$ cat src/rtl/alu_pkg.sv
// Opcode constants and arbiter state type shared by alu and alu_arbiter.
package alu_pkg;
  localparam logic [3:0] ALU_ADD  = 4'b0000;
  localparam logic [3:0] ALU_SUB  = 4'b0001;
  localparam logic [3:0] ALU_XOR  = 4'b0010;
  localparam logic [3:0] ALU_OR   = 4'b0011;
  localparam logic [3:0] ALU_AND  = 4'b0100;
  localparam logic [3:0] ALU_SRL  = 4'b0101;
  localparam logic [3:0] ALU_SLL  = 4'b0110;
  localparam logic [3:0] ALU_SRA  = 4'b0111;
  localparam logic [3:0] ALU_SLT  = 4'b1000;
  localparam logic [3:0] ALU_SLTU = 4'b1001;
  localparam logic [3:0] ALU_EQ   = 4'b1010;

  typedef enum logic [1:0] {IDLE, EXEC, RESP} arb_state_t;
endpackage

$ cat src/rtl/alu.sv
// Combinational ALU, zero latency, no handshake; undefined opcodes return 1.
// Shift amounts use the full SrcB value, so shifts of width or more clear (or sign-fill).
module alu
  import alu_pkg::*;
#(
  parameter int DATA_WIDTH    = 32,
  parameter int OPCODE_LENGTH = 4
) (
  input  logic [DATA_WIDTH-1:0]    SrcA,
  input  logic [DATA_WIDTH-1:0]    SrcB,
  input  logic [OPCODE_LENGTH-1:0] ALUControl,
  output logic [DATA_WIDTH-1:0]    ALUResult
);
  localparam logic [DATA_WIDTH-1:0] ONE = {{(DATA_WIDTH-1){1'b0}}, 1'b1};

  always_comb begin
    ALUResult = ONE;
    case (ALUControl)
      ALU_ADD:  ALUResult = SrcA + SrcB;
      ALU_SUB:  ALUResult = SrcA - SrcB;
      ALU_XOR:  ALUResult = SrcA ^ SrcB;
      ALU_OR:   ALUResult = SrcA | SrcB;
      ALU_AND:  ALUResult = SrcA & SrcB;
      ALU_SRL:  ALUResult = SrcA >> SrcB;
      ALU_SLL:  ALUResult = SrcA << SrcB;
      ALU_SRA:  ALUResult = $unsigned($signed(SrcA) >>> SrcB);
      ALU_SLT:  ALUResult = {{(DATA_WIDTH-1){1'b0}}, ($signed(SrcA) < $signed(SrcB))};
      ALU_SLTU: ALUResult = {{(DATA_WIDTH-1){1'b0}}, (SrcA < SrcB)};
      ALU_EQ:   ALUResult = {{(DATA_WIDTH-1){1'b0}}, (SrcA == SrcB)};
      default:  ALUResult = ONE;
    endcase
  end
endmodule

$ cat src/rtl/alu_arbiter.sv
// Round-robin share of one alu between two requesters; accept-to-response 2 cycles, 1 op per 3 cycles.
// Response is held until rsp_ready; request ready is only offered while idle.
module alu_arbiter
  import alu_pkg::*;
#(
  parameter int DATA_WIDTH    = 32,
  parameter int OPCODE_LENGTH = 4
) (
  input  logic                     clk,
  input  logic                     reset,
  input  logic                     req0_valid,
  output logic                     req0_ready,
  input  logic [DATA_WIDTH-1:0]    req0_srca,
  input  logic [DATA_WIDTH-1:0]    req0_srcb,
  input  logic [OPCODE_LENGTH-1:0] req0_op,
  input  logic                     req1_valid,
  output logic                     req1_ready,
  input  logic [DATA_WIDTH-1:0]    req1_srca,
  input  logic [DATA_WIDTH-1:0]    req1_srcb,
  input  logic [OPCODE_LENGTH-1:0] req1_op,
  output logic                     rsp_valid,
  input  logic                     rsp_ready,
  output logic                     rsp_id,
  output logic [DATA_WIDTH-1:0]    rsp_result
);
  arb_state_t                r_state;
  arb_state_t                w_next_state;
  logic                      r_last_grant;
  logic [DATA_WIDTH-1:0]     r_op_srca;
  logic [DATA_WIDTH-1:0]     r_op_srcb;
  logic [OPCODE_LENGTH-1:0]  r_op_code;
  logic                      r_op_id;
  logic                      r_rsp_id;
  logic [DATA_WIDTH-1:0]     r_rsp_result;
  logic                      w_grant_vld;
  logic                      w_grant_id;
  logic [DATA_WIDTH-1:0]     w_alu_result;

  always_comb begin
    w_next_state = r_state;
    w_grant_vld  = 1'b0;
    w_grant_id   = 1'b0;
    case (r_state)
      IDLE: begin
        w_grant_vld = req0_valid | req1_valid;
        // On contention the requester that lost last time wins.
        w_grant_id  = (req0_valid & req1_valid) ? ~r_last_grant : req1_valid;
        if (w_grant_vld) w_next_state = EXEC;
      end
      EXEC:    w_next_state = RESP;
      RESP:    if (rsp_ready) w_next_state = IDLE;
      default: w_next_state = IDLE;
    endcase
  end

  assign req0_ready = w_grant_vld & ~w_grant_id;
  assign req1_ready = w_grant_vld &  w_grant_id;

  always_ff @(posedge clk or posedge reset) begin
    if (reset) r_state <= IDLE;
    else       r_state <= w_next_state;
  end

  always_ff @(posedge clk or posedge reset) begin
    if (reset) begin
      r_last_grant <= 1'b1;
      r_op_srca    <= '0;
      r_op_srcb    <= '0;
      r_op_code    <= '0;
      r_op_id      <= 1'b0;
    end else if (w_grant_vld) begin
      r_last_grant <= w_grant_id;
      r_op_srca    <= w_grant_id ? req1_srca : req0_srca;
      r_op_srcb    <= w_grant_id ? req1_srcb : req0_srcb;
      r_op_code    <= w_grant_id ? req1_op   : req0_op;
      r_op_id      <= w_grant_id;
    end
  end

  alu #(
    .DATA_WIDTH    (DATA_WIDTH),
    .OPCODE_LENGTH (OPCODE_LENGTH)
  ) u_alu (
    .SrcA       (r_op_srca),
    .SrcB       (r_op_srcb),
    .ALUControl (r_op_code),
    .ALUResult  (w_alu_result)
  );

  always_ff @(posedge clk or posedge reset) begin
    if (reset) begin
      r_rsp_result <= '0;
      r_rsp_id     <= 1'b0;
    end else if (r_state == EXEC) begin
      r_rsp_result <= w_alu_result;
      r_rsp_id     <= r_op_id;
    end
  end

  assign rsp_valid  = (r_state == RESP);
  assign rsp_result = r_rsp_result;
  assign rsp_id     = r_rsp_id;
endmodule

$ cat config.mk
export PLATFORM = sky130hd
export DESIGN_NAME = alu_arbiter
export DESIGN_NICKNAME = d
export VERILOG_FILES = /design/src/rtl/alu_pkg.sv /design/src/rtl/alu.sv /design/src/rtl/alu_arbiter.sv
export SDC_FILE = /design/constraint.sdc
export NUM_CORES = 1
export LEC_CHECK = 0
export ABC_AREA = 1
export CAP_MARGIN = 20
export CORE_MARGIN = 5
export CORE_UTILIZATION = 50
export CTS_CLUSTER_SIZE = 12
export DETAILED_ROUTE_END_ITERATION = 10
export PLACE_DENSITY = 0.75
export SYNTH_ARGS = -nofsm -noshare
export SYNTH_HDL_FRONTEND = slang
export SYNTH_SLANG_ARGS = --single-unit
$ cat constraint.sdc
create_clock -name clk -period 5.78 [get_ports clk]
set_input_delay 1.734 -clock clk [delete_from_list [all_inputs] [get_ports clk]]
set_output_delay 1.734 -clock clk [all_outputs]
set_load 0.01 [all_outputs]
; ---- Word level (Yosys, flattened, before mapping)
; Cells that the tools add are included.
[word_totals]
input_bits = 141
ff_bits = 105
output_inout_bits = 36
wordCells = 52
[op_classes]
bitwise = 9
muxes = 10
n_shift = 3
n_reduce_logical = 3
eq_ne = 15
order_cmp = 2
addsub = 2
[ops]
columns = op, n
row1 = $pmux 32 s11, 1
row2 = $lt 32x32->1, 2
row3 = $mux 32, 2
row4 = $add 32x32->32, 1
row5 = $and 32x32->32, 1
row6 = $eq 32x32->1, 1
row7 = $or 32x32->32, 1
row8 = $shl 32x32->32, 1
row9 = $shr 32x32->32, 1
row10 = $sshr 32x32->32, 1
row11 = $sub 32x32->32, 1
row12 = $xor 32x32->32, 1
row13 = $eq 4x3->1 const B, 4
row14 = $eq 4x4->1 const B, 3
row15 = $eq 4x2->1 const B, 2
row16 = $pmux 2 s3, 1
row17 = $eq 4x1->1 const B, 1
row18 = $logic_not 4->1, 1
row19 = $mux 2, 2
row20 = $mux 4, 1
row21 = $and 1x1->1, 3
row22 = $mux 1, 3
row23 = $eq 2x1->1 const B, 1
row24 = $eq 2x2->1 const B, 1
row25 = 6 further kinds, 7

; ---- Depth between registers and ports, before layout
[depth]
word_depth = 5
depth_mapped = 23
mapped_depth_nobuf = 21

; ---- By module
; A second synthesis with hierarchy kept.
[hier_totals]
cells_unflattened = 2595
hier_area_um2 = 14751.6
[modules_own_cells]
columns = module, area_each_um2, seq_area_each_um2, n_inst, cells_per_inst
row1 = alu, 9958.3, 0.0, 1, 1997
row2 = alu_arbiter, 4793.3, 2628.8, 1, 598

; ---- Worst setup path before layout
; No wires, ideal clock.
[synth_timing]
path_kind = input to output
startpoint = input port req0_valid
endpoint = output port req0_ready
t_required_ns = 4.046
path_buffers = 1
arrival_ns = 2.495
path_stages = 5
setup_slack_ns = 1.551
cell_sequence = nand2_1 > nand3_1 > inv_2 > nor2_1 > clkbuf_1
[synth_via]
elab_chain_len = 5
elab_cells_between_ends = 7
cone_classes = mux (3) / bitwise (4)
[synth_lines]
columns = item, line
row1 = "start, declared", alu_arbiter.sv:11  ; input logic req0_valid,
row2 = $and 1x1->1, alu_arbiter.sv:47  ; w_grant_id = (req0_valid & req1_valid) ? ~r_last_grant : req1_valid;
row3 = $mux 1, alu_arbiter.sv:47
row4 = $mux 1, alu_arbiter.sv:43  ; case (r_state)
row5 = $not 1->1, alu_arbiter.sv:56  ; assign req0_ready = w_grant_vld & ~w_grant_id;
row6 = $and 1x1->1 (*), alu_arbiter.sv:56
row7 = "end, declared", alu_arbiter.sv:12  ; output logic req0_ready,
; Every way passes the cells marked *; elsewhere a longest branch is shown, timed or not.

; ---- Worst setup path in the final report
[layout_timing]
startpoint = input port req0_valid
endpoint = output port req1_ready
[layout_via]
elab_chain_len = 4
elab_cells_between_ends = 6
cone_classes = mux (3) / bitwise (3)
[layout_lines]
columns = item, line
row1 = $and 1x1->1, alu_arbiter.sv:47
row2 = $mux 1, alu_arbiter.sv:47
row3 = $mux 1, alu_arbiter.sv:43
row4 = $and 1x1->1 (*), alu_arbiter.sv:57  ; assign req1_ready = w_grant_vld & w_grant_id;
row5 = "end, declared", alu_arbiter.sv:17  ; output logic req1_ready,
; Marks and branches as above.

==> flow_summary.json <==
{
  "run_status": "complete, no violations",
  "place.gp.congestion": 1.09,
  "layout-drive-gt1-share_pct": 5.09,
  "synth_nets": 2770,
  "cts_hold_buf": 0,
  "slew_violations": 0,
  "period_share_pct": 87.6,
  "grt.overflow.total": 0,
  "cts-resized-gates": 0,
  "ys_warn_count": 0,
  "post_cts_buffers": 0,
  "power.density_nw_per_um2": 735,
  "yosys.area.top_type": "nand2_1",
  "syn_area_per_cell_um2": 5.69,
  "critPathLaunchType": "primary input",
  "numPortBuffers": 176,
  "vias": 18200,
  "grt_pass1_wl_um": 99300,
  "path_buf_inv": 3,
  "die_h_um": 180,
  "hold_violations": 0,
  "syn_area_um2": 14400,
  "worstMarginPinSlew_ns": 1.15,
  "end_kind": "output port",
  "async_flop_share_pct": 100,
  "synth_edf_count": 0,
  "hp-class": "flip-flop to flip-flop",
  "firstDrtPassIters": 6,
  "synth_ff_type": "dfrtp_1",
  "chipWidth_um": 180,
  "setup_viol_count_final": 0,
  "pin_count": 177,
  "ir_worst_vdd_mv": 0.304,
  "htreeDepth": 3,
  "start_util_pct": 50.4,
  "grt_pass1_vias": 17300,
  "post-place-cells": 2978,
  "cpMostUsedCell": "clkdlybuf4s50_1",
  "clockBufferDepth": 2,
  "wl_per_cell_um": 21.6,
  "fp.coreArea_um2": 28500,
  "worstSkewPairLatency_ns": 0.38,
  "synthCells": 2526,
  "worstPathRequired_ns": 4.05,
  "fin_crit_ns": 5.06,
  "cts_root_buf": "clkbuf_16",
  "grt_max_degree": 78,
  "slowest_stage": "clkdlybuf4s50_1",
  "vias_per_cell": 6.06,
  "cts_made_buffers": 9,
  "path_delay_family": "buffers and inverters",
  "die_area_um2": 32200,
  "insertedDiodeCount": 0,
  "r2r-start": "r_op_srcb[13]",
  "dp_hpwl_um": 50400,
  "final_cells": 2996,
  "maxCapViolCount": 0,
  "syn_to_final_growth_pct": 15.4,
  "clock_sinks": 105,
  "drc_errors": 0,
  "total_power_mw": 12.2,
  "clkTransAtPathRegs_ns": 0.08,
  "synth_seq_cells": 105,
  "synth_top_area_share_pct": 23.9,
  "track_usage_pct": 38.5,
  "drt_iter0_drc": 2131,
  "drt-total-wl_um": 64600,
  "p_leak_nw": 8.06,
  "critPathLaunch": "req0_valid",
  "ant_nets": 0,
  "synthTopCellsByArea": "nand2_1, dfrtp_1, nand3_1, ha_1, a21oi_1",
  "cpPeakStageDelay_ns": 0.62,
  "rsz0062_at_grt": "no",
  "path_class": "primary input to output port",
  "min_from": "r_last_grant",
  "cts_tree": "yes",
  "ys_seq_area_share_pct": 18.3,
  "antenna_found_initial": 0,
  "rows": 62,
  "num-nets-final": 2851,
  "max_slew_margin_pct": 21.5,
  "clock_skew_ns": 0.0163,
  "crit_fanout": 17,
  "crit_chain": "clkdlybuf4s50_1 > nand2_1 > nand3_1 > inv_2 > clkdlybuf4s50_1",
  "yosysUniqueCellTypes": 56,
  "fin_setup_tns_ns": 0,
  "fmax_ghz": 0.197,
  "worstPathArrival_ns": 3.33
}
==> synth_stat cells, types with 6 or more instances <==
cell type	number
nand4_1	15
buf_1	19
o21ai_2	6
inv_1	204
nor3_1	18
nor2_2	6
xor2_1	9
o21ai_1	44
nor2_1	173
clkinv_1	7
a21oi_1	163
ha_1	101
nand2_2	21
buf_4	7
o21ai_0	116
dfrtp_1	104
o21bai_1	6
buf_2	34
clkbuf_1	74
nand3_1	290
nand3_2	9
o211ai_1	78
nand2_1	917
inv_2	20
o22ai_1	25
==> path summary, 6_finish.rpt <==
path	to	slack, ns	cells after the start
min reg2reg	r_last_grant	0.48	2
max reg2reg	rsp_result[19]	1.89	19
min	r_last_grant	0.48	2
min in group asynchronous	r_state[1]	1.67	2
max	req1_ready	0.72	5
max in group asynchronous	r_op_srca[3]	3.39	3
==> tightest hold or removal path: stages, from the launching register on <==
cell	delay (ns)
dfstp_2	0.38
nand2_1	0.06
nand2_1	0.05
==> cells in the final DEF, fill, tap and decap left out, types with 3 or more instances in the layout <==
master	Yosys	routed
o21ai_1	44	44
ha_1	101	101
o21ai_2	6	6
o211ai_1	78	78
nand2_1	917	917
clkinv_1	7	6
buf_4	7	31
nor2_1	173	169
nand3_1	290	290
o21bai_1	6	6
a2111oi_0	5	5
nand3_2	9	9
inv_1	204	202
nor2_2	6	9
inv_2	20	22
o221ai_1	3	3
nor3_1	18	18
clkdlybuf4s50_1	0	176
nand2_2	21	21
a21o_1	5	5
or2_2	5	5
xor2_1	9	9
clkbuf_16	0	9
inv_6	0	3
nand4_1	15	15
o21ai_0	116	116
dfrtp_2	0	3
o22ai_1	25	25
dfrtp_1	104	101
nor4_1	5	5
o2111ai_1	3	3
a21oi_1	163	163
==> metrics by stage <==
step / hold slack (ns) / worst slack [ns] / instance area (um2) / util [%]
2_1_floorplan: 0.444 / 1.29 / 14400 / -
3_3_place_gp: 0.462 / 0.731 / 16200 / 56.9
3_5_place_dp: 0.465 / 0.720 / 16200 / 56.9
4_1_cts: 0.478 / 0.719 / 16500 / 58.0
5_1_grt: 0.503 / 0.608 / 16600 / 58.1
6_report: 0.480 / 0.715 / 16600 / 58.1
==> area by class of cell <==
cell class	instances	area [um2]
clock buffers	10	229
clock inverters	6	81.3
fillers	2984	12000
inverters	231	870
multi-input cells	2051	10300
flip-flops and latches	105	2630
well taps	384	480
repair buffers	209	2030
==> power breakdown <==
part	leakage [nW]	switching, mW	internal, mW
Combinational	6.62	7.04	2.87
Sequential	1.29	0.498	1.08
Clock	0.151	0.345	0.347
Total	8.06	7.88	4.30
==> per-layer routing <==
layer	GRT usage [%]	wire length, um	up-vias
met1	47.7	24800	8389
met2	63.6	29400	1071
met3	6.95	5930	260
met4	21.1	4440	0
li1	-	-	8445
met5	0	0	-
==> state kept, by name, indices dropped and copies added (netlist names) <==
signal	flops
r_op_srca	32
r_op_srcb	32
rsp_result	32
r_op_code	4
r_state	2
r_last_grant	1
r_op_id	1
rsp_id	1
==> cells by family after synthesis <==
group / synth area share, %
AND/OR/NAND/NOR: 42.6
XOR/XNOR: 0.609
adder cells (fa/ha/maj): 9.07
buffers and inverters: 10.4
AO/OA/AOI/OAI: 19.0
flip-flops: 18.3
No activity file was read; power rests on OpenSTA's default activity.
